===== src/rtl/axi_master_pattern.sv =====
// axi_master_pattern
//   Single-burst AXI-style traffic generator and checker. A command captured
//   in IDLE issues one write or read burst. Write beats carry the pattern
//   seed+k; read beats are checked against the same pattern, and mismatches
//   are counted in a saturating 16-bit error counter.
//
// Ports
//   clk, rst                 clock, synchronous active-high reset
//   CMD_START/WRITE/ADDR/LEN/SEED   command request (sampled in IDLE only)
//   RD_STALL                 forces RD_DATA_READY low
//   BUSY, DONE, ERR_CNT      status: in progress, 1-cycle done pulse, error count
//   WR_ADDR/LEN/ID/ADDR_VALID, WR_ADDR_READY      write address channel
//   WR_DATA/STRB/DATA_VALID/DATA_LAST, WR_DATA_READY, WR_BACK_ID  write data
//   RD_ADDR/LEN/ID/ADDR_VALID, RD_ADDR_READY      read address channel
//   RD_DATA/DATA_LAST/BACK_ID/DATA_VALID, RD_DATA_READY           read data
module axi_master_pattern #(
    parameter logic [1:0] WR_ID_VAL = 2'd1,
    parameter logic [3:0] RD_ID_VAL = 4'd2
) (
    input  logic        clk,
    input  logic        rst,
    input  logic        CMD_START,
    input  logic        CMD_WRITE,
    input  logic [31:0] CMD_ADDR,
    input  logic [7:0]  CMD_LEN,
    input  logic [31:0] CMD_SEED,
    input  logic        RD_STALL,
    output logic        BUSY,
    output logic        DONE,
    output logic [15:0] ERR_CNT,
    output logic [31:0] WR_ADDR,
    output logic [7:0]  WR_LEN,
    output logic [1:0]  WR_ID,
    output logic        WR_ADDR_VALID,
    input  logic        WR_ADDR_READY,
    output logic [31:0] WR_DATA,
    output logic [3:0]  WR_STRB,
    output logic        WR_DATA_VALID,
    output logic        WR_DATA_LAST,
    input  logic        WR_DATA_READY,
    input  logic [1:0]  WR_BACK_ID,
    output logic [31:0] RD_ADDR,
    output logic [7:0]  RD_LEN,
    output logic [3:0]  RD_ID,
    output logic        RD_ADDR_VALID,
    input  logic        RD_ADDR_READY,
    input  logic [31:0] RD_DATA,
    input  logic        RD_DATA_LAST,
    input  logic [3:0]  RD_BACK_ID,
    input  logic        RD_DATA_VALID,
    output logic        RD_DATA_READY
);

    localparam logic [2:0] S_IDLE  = 3'd0;
    localparam logic [2:0] S_WADDR = 3'd1;
    localparam logic [2:0] S_WDATA = 3'd2;
    localparam logic [2:0] S_RADDR = 3'd3;
    localparam logic [2:0] S_RDATA = 3'd4;
    localparam logic [2:0] S_FIN   = 3'd5;

    logic [2:0]  state_q, state_d;
    logic [7:0]  k_q, k_d;
    logic [7:0]  len_q, len_d;
    logic [31:0] seed_q, seed_d;
    logic [15:0] err_cnt_q, err_cnt_d;
    logic [31:0] wr_addr_q, wr_addr_d;
    logic [7:0]  wr_len_q, wr_len_d;
    logic [1:0]  wr_id_q, wr_id_d;
    logic [31:0] wr_data_q, wr_data_d;
    logic [31:0] rd_addr_q, rd_addr_d;
    logic [7:0]  rd_len_q, rd_len_d;
    logic [3:0]  rd_id_q, rd_id_d;

    logic [31:0] beat_data;
    logic        last_beat;
    logic        rd_fault;

    function automatic logic [15:0] sat_inc(input logic [15:0] v);
        return (v == 16'hFFFF) ? v : v + 16'd1;
    endfunction

    assign beat_data = seed_q + {24'd0, k_q};
    assign last_beat = (k_q == len_q);
    // Any number of faults in one read beat counts as a single error.
    assign rd_fault  = (RD_DATA != beat_data) || (RD_BACK_ID != RD_ID_VAL) ||
                       (RD_DATA_LAST != last_beat);

    always_comb begin
        state_d   = state_q;
        k_d       = k_q;
        len_d     = len_q;
        seed_d    = seed_q;
        err_cnt_d = err_cnt_q;
        wr_addr_d = wr_addr_q;
        wr_len_d  = wr_len_q;
        wr_id_d   = wr_id_q;
        wr_data_d = wr_data_q;
        rd_addr_d = rd_addr_q;
        rd_len_d  = rd_len_q;
        rd_id_d   = rd_id_q;
        case (state_q)
            S_IDLE: begin
                if (CMD_START) begin
                    seed_d    = CMD_SEED;
                    len_d     = CMD_LEN;
                    k_d       = 8'd0;
                    err_cnt_d = 16'd0;
                    if (CMD_WRITE) begin
                        wr_addr_d = CMD_ADDR;
                        wr_len_d  = CMD_LEN;
                        wr_id_d   = WR_ID_VAL;
                        state_d   = S_WADDR;
                    end else begin
                        rd_addr_d = CMD_ADDR;
                        rd_len_d  = CMD_LEN;
                        rd_id_d   = RD_ID_VAL;
                        state_d   = S_RADDR;
                    end
                end
            end
            S_WADDR: if (WR_ADDR_READY) state_d = S_WDATA;
            S_WDATA: begin
                if (WR_DATA_READY) begin
                    // Remember the beat so WR_DATA holds it after the burst.
                    wr_data_d = beat_data;
                    if (WR_BACK_ID != WR_ID_VAL) err_cnt_d = sat_inc(err_cnt_q);
                    // k stops at LEN so a 256-beat burst never wraps it.
                    if (last_beat) state_d = S_FIN;
                    else           k_d     = k_q + 8'd1;
                end
            end
            S_RADDR: if (RD_ADDR_READY) state_d = S_RDATA;
            S_RDATA: begin
                if (RD_DATA_VALID && !RD_STALL) begin
                    if (rd_fault) err_cnt_d = sat_inc(err_cnt_q);
                    // Completion is by beat count; an early RD_DATA_LAST is only an error.
                    if (last_beat) state_d = S_FIN;
                    else           k_d     = k_q + 8'd1;
                end
            end
            S_FIN:   state_d = S_IDLE;
            default: state_d = S_IDLE;
        endcase
    end

    always_ff @(posedge clk) begin
        if (rst) begin
            state_q   <= S_IDLE;
            k_q       <= 8'd0;
            len_q     <= 8'd0;
            seed_q    <= 32'd0;
            err_cnt_q <= 16'd0;
            wr_addr_q <= 32'd0;
            wr_len_q  <= 8'd0;
            wr_id_q   <= 2'd0;
            wr_data_q <= 32'd0;
            rd_addr_q <= 32'd0;
            rd_len_q  <= 8'd0;
            rd_id_q   <= 4'd0;
        end else begin
            state_q   <= state_d;
            k_q       <= k_d;
            len_q     <= len_d;
            seed_q    <= seed_d;
            err_cnt_q <= err_cnt_d;
            wr_addr_q <= wr_addr_d;
            wr_len_q  <= wr_len_d;
            wr_id_q   <= wr_id_d;
            wr_data_q <= wr_data_d;
            rd_addr_q <= rd_addr_d;
            rd_len_q  <= rd_len_d;
            rd_id_q   <= rd_id_d;
        end
    end

    assign BUSY          = (state_q != S_IDLE);
    assign DONE          = (state_q == S_FIN);
    assign ERR_CNT       = err_cnt_q;
    assign WR_ADDR       = wr_addr_q;
    assign WR_LEN        = wr_len_q;
    assign WR_ID         = wr_id_q;
    assign WR_ADDR_VALID = (state_q == S_WADDR);
    assign WR_DATA_VALID = (state_q == S_WDATA);
    assign WR_DATA       = (state_q == S_WDATA) ? beat_data : wr_data_q;
    assign WR_STRB       = (state_q == S_WDATA) ? 4'hF : 4'h0;
    assign WR_DATA_LAST  = (state_q == S_WDATA) && last_beat;
    assign RD_ADDR       = rd_addr_q;
    assign RD_LEN        = rd_len_q;
    assign RD_ID         = rd_id_q;
    assign RD_ADDR_VALID = (state_q == S_RADDR);
    assign RD_DATA_READY = (state_q == S_RDATA) && !RD_STALL;

endmodule

===== config.mk =====
export PLATFORM = sky130hd
export DESIGN_NAME = axi_master_pattern
export DESIGN_NICKNAME = d
export VERILOG_FILES = /design/src/rtl/axi_master_pattern.sv
export SDC_FILE = /design/constraint.sdc
export NUM_CORES = 1
export LEC_CHECK = 0
export BUFFER_PORTS_ARGS = -buffer_cell sky130_fd_sc_hd__clkbuf_2
export CORE_ASPECT_RATIO = 0.9
export CORE_MARGIN = 8
export CORE_UTILIZATION = 48
export DETAILED_ROUTE_END_ITERATION = 10
export PLACE_DENSITY = 0.87
export REMOVE_ABC_BUFFERS = 1
export SLEW_MARGIN = 10
export SYNTH_ARGS = -nofsm -noshare
export SYNTH_HDL_FRONTEND = slang
export SYNTH_SLANG_ARGS = --single-unit

===== constraint.sdc =====
create_clock -name clk -period 3.19 [get_ports clk]
set_input_delay 0.4785 -clock clk [delete_from_list [all_inputs] [get_ports clk]]
set_output_delay 0.4785 -clock clk [all_outputs]
set_load 0.01 [all_outputs]

==> PnR_summary.wiki <==
{| class="wikitable"
! Metric !! Value
|-
| Starting density of the core || 49.13%
|-
| Post-detail-place hpwl || 23.31 mm
|-
| Top area cells in the synthesized netlist || sky130_fd_sc_hd__dfxtp_1, sky130_fd_sc_hd__nand2_1, sky130_fd_sc_hd__a21oi_1, sky130_fd_sc_hd__nor2_1, sky130_fd_sc_hd__xor2_1
|-
| Worst max-slew margin expressed relative to the limit || 38.36%
|-
| Syn_area_per_cell || 7.571 um^2
|-
| Violations in the final reports || negative setup slack
|-
| Leakage component of the power || 5.337 nW
|-
| Cell with the most instances after synthesis || sky130_fd_sc_hd__nand2_1
|-
| Fraction of synthesized cell area in xor and xnor cells || under 10%
|-
| Width of the die || 164.1 um
|-
| Combinational family with the most area after synthesis || simple AND/OR/NAND/NOR gates
|-
| Hold crit path type || in -> reg
|-
| Std cell rows || 48
|-
| Post-layout worst setup margin || -0.1284 ns
|-
| Area fraction in and, or, nand and nor cells after synthesis || 25.94%
|-
| Total GRT Usage || 26.02%
|-
| Clock insertion delay at the later pin of the skew report || ~0.45 ns
|-
| Cells traversed along the worst timing path || ha_4 -> inv_2 -> fa_2 -> and2b_4 -> o21ai_4 -> a211o_1 -> nand3_1 -> or4b_4 -> nor4_4 -> and4_4 -> a21oi_4 -> mux2_4
|-
| Crit path arrival time || 3.65 ns
|-
| Number of antenna diodes || 0
|-
| Share of post-route cells with drive strength above 1 || between 30% and 40%
|-
| Number of inserted filler cells in the final layout || 1467
|-
| Share of synthesized area spent on multiplexers || 0.5812%
|-
| Drt first-iter violations || 1014
|-
| Cell at the root of the clock tree || sky130_fd_sc_hd__clkbuf_16
|-
| Hold Fails Final Rpt || 0
|-
| Post-synth top area cell || sky130_fd_sc_hd__dfxtp_1
|-
| Instance count of the mapped netlist || 1251
|-
| Number of buffers inserted by hold repair at cts || 0
|-
| Setup repair after global routing missed its margin || yes
|-
| RePlAce Congestion || 0.9924
|-
| Maximum fanout along the worst path || 5
|-
| Fraction of the core area covered by cells at the end of the flow || 67.67%
|-
| Synthesized-area fraction occupied by ao, oa, aoi and oai cells || 21.37%
|-
| Detail Route Antenna Nets || 0
|-
| Post-route total power || 0.008040 W
|-
| Synthesis warning total || 0
|-
| Time the worst path needs with I/O delays and setup || 3.318 ns
|-
| Flops & latches, synth || 181
|-
| Max H-tree Level || 4
|-
| Port bufs || 260
|-
| EDFF count, synth || 0
|-
| Share of flip-flops with an asynchronous set or reset after synthesis || 0%
|-
| Master of the slowest instance on the critical path || sky130_fd_sc_hd__or4b_4
|-
| Final routed DRC violation total || 0
|-
| Run status || complete, but fails checks
|-
| Worst clock skew || about 0.015 ns
|-
| Detailed-route via count || a little over 10k
|-
| Cell area after synthesis || 9472 um^2
|-
| Wire length after detailed routing || 33.81 mm
|-
| Number of detailed-routing iterations run before antenna repair || 6
|-
| F_max || between 0.3 and 0.4 GHz
|-
| Final routed wire length divided by cell count || roughly 19 um
|-
| Number of top-level pins || 265
|-
| Placeable core region || 19280 um^2
|-
| Portion of synthesized cell area occupied by the leading cell type || 38.26%
|-
| Residual overflow from global routing || 0
|-
| Pin count of the biggest net entering global routing || 96
|-
| Distinct cell type count after synthesis || 85
|-
| Flip-flop cell with the highest count after synthesis || sky130_fd_sc_hd__dfxtp_1
|-
| Antenna violations before repair || 1
|-
| Count of final max-slew check failures || 0
|-
| Layout Nets || 1690
|-
| Wire length of the first global-routing pass || 51.46 mm
|-
| Most common library cells after synthesis || sky130_fd_sc_hd__nand2_1, sky130_fd_sc_hd__dfxtp_1, sky130_fd_sc_hd__a21oi_1
|-
| Clock tree from TritonCTS || yes
|-
| Setup Total Neg Slack || -1.389 ns
|-
| Pwr/cell area || 616.3 nW/um^2
|-
| Clock-pin slew of the registers on the worst-case setup and hold paths || 0.09 ns
|-
| Worst slew pin tran || 0.9246 ns
|-
| Endpoint class of the critical path || flop
|-
| Final setup violation count || 19
|-
| Vias in the first global route || between 10k and 15k
|-
| Layout Area Growth over Synthesis || 37.73%
|-
| Classification of the worst setup path || reg -> reg
|-
| Crit path launch type || flop
|-
| Die height || 149.3 um
|-
| Required time of the worst setup path || 3.53 ns
|-
| CTS Sinks || 181
|-
| Via-per-instance ratio || 5.684
|-
| Clock Path Buffers || 2
|-
| Die area || about 24000 um^2
|-
| Maximum vdd ir drop || 0.3795 mV
|-
| Adder and majority gate portion of the synthesized area || 1.638%
|-
| Share of the clock period used by the worst path || 104.0%
|-
| Inserted Clock Buffers || 17
|-
| Number of violations of the max-capacitance limit || 0
|-
| CP peak stage delay || 0.47 ns
|-
| Proportion of synthesized chip area in sequential cells || 38.26%
|}
-- critical path, delay by kind of cell (launching register included) --
| kind | cells | cell delay [ns] |
|---|---|---|
| multiplexers | 1 | 0.30 |
| buffers and inverters | 1 | 0.03 |
| AO/OA/AOI/OAI | 3 | 0.52 |
| adder cells (fa/ha/maj) | 2 | 0.48 |
| AND/OR/NAND/NOR | 5 | 1.52 |
| flip-flops | 1 | 0.36 |
-- what timing repair did --
action / 4_1_cts / 5_1_grt
setup buffers: 18 / 7
resized for setup: 64 / 118
setup endpoints to repair: 37 / 41
pin swaps: 22 / 35
cloned: 1 / 1
-- registers in the layout (all words and copies together) (netlist names), 3 cells and up --
| signal | count |
|---|---|
| seed_q | 32 |
| RD_LEN | 8 |
| wr_data_q | 32 |
| WR_LEN | 8 |
| len_q | 8 |
| WR_ADDR | 32 |
| state_q | 3 |
| k_q | 8 |
| RD_ADDR | 32 |
| ERR_CNT | 16 |
-- cell type report --
class	count	area [um^2]	area share (%)
multi-input combinational	960	6025	46.18
timing repair buffer	382	2330	17.86
clock buffer	17	425.4	3.261
clock inverter	15	242.7	1.861
tap	250	312.8	2.398
sequential	181	3646	27.95
inverter	17	63.81	0.4892
-- worst paths after layout --
path	from	depth (start not counted)	slack (ns)	endpoint
setup / recovery	k_q[0]	12	-0.13	ERR_CNT[0]
hold / removal	CMD_SEED[4]	3	0.24	seed_q[4]
setup reg to reg	k_q[0]	12	-0.13	ERR_CNT[0]
hold reg to reg	RD_ADDR[27]	2	0.46	RD_ADDR[27]
-- power breakdown --
group          total (W)  leakage (nW)  internal (W)  switching [W]
clock network    0.00237         0.320       0.00113        0.00124
logic            0.00284          3.54       0.00104        0.00181
registers        0.00283          1.48       0.00257       0.000261
total            0.00804          5.34       0.00474        0.00330
-- layer usage --
metal	vias to the layer above	global-route usage [%]	wire, um
met5	-	0	13
met4	2	8.946	983
met3	93	10.71	4122
met2	586	42.89	16060
met1	4776	29.99	12640
li1	4900	-	-
-- metrics by stage --
| step | hold WS [ns] | worst slack [ns] | instances | cell area (um^2) |
|---|---|---|---|---|
| CTS | 0.2299 | -0.05980 | 1817 | 12540 |
| detailed placement | 0.4454 | -0.2627 | 1767 | 11430 |
| finish | 0.2395 | -0.1284 | 1822 | 13050 |
| global route | 0.2351 | -0.2787 | 1822 | 13050 |
| floorplan | 0.4305 | -0.3377 | 1157 | 9032 |
| global placement | 0.4408 | -0.2227 | 1767 | 11430 |
-- placed cells by master (no fill, tap or decap), drive strengths merged, types with 4 or more instances in the layout --
| cell type | n |
|---|---|
| a2111oi | 4 |
| a211oi | 29 |
| a21boi | 4 |
| a21oi | 162 |
| a31oi | 15 |
| and2 | 8 |
| and3 | 7 |
| and4 | 6 |
| buf | 140 |
| clkbuf | 259 |
| clkinv | 5 |
| conb | 4 |
| dfxtp | 181 |
| ha | 10 |
| inv | 27 |
| mux2i | 4 |
| nand2 | 329 |
| nand2b | 14 |
| nand3 | 23 |
| nand4 | 14 |
| nor2 | 86 |
| nor2b | 12 |
| nor3 | 15 |
| nor4 | 9 |
| o2111ai | 11 |
| o211ai | 6 |
| o21a | 4 |
| o21ai | 56 |
| o2bb2ai | 7 |
| or2 | 6 |
| or3 | 4 |
| xnor2 | 26 |
| xnor3 | 4 |
| xor2 | 33 |
-- logic make-up (layout without fill, tap and decap cells) --
| logic type | count (synthesis) | count (layout) |
|---|---|---|
| and+or+nand+nor | 550 | 550 |
| AOI/OAI and AO/OA | 324 | 325 |
| DFF | 181 | 181 |
| buffers and inverters | 114 | 431 |
| xor gates and xnor gates | 64 | 64 |
| adders and majority gates | 12 | 12 |
| muxes | 5 | 5 |
| other | 1 | 4 |
Note: power is estimated with default switching activity, not from simulation.
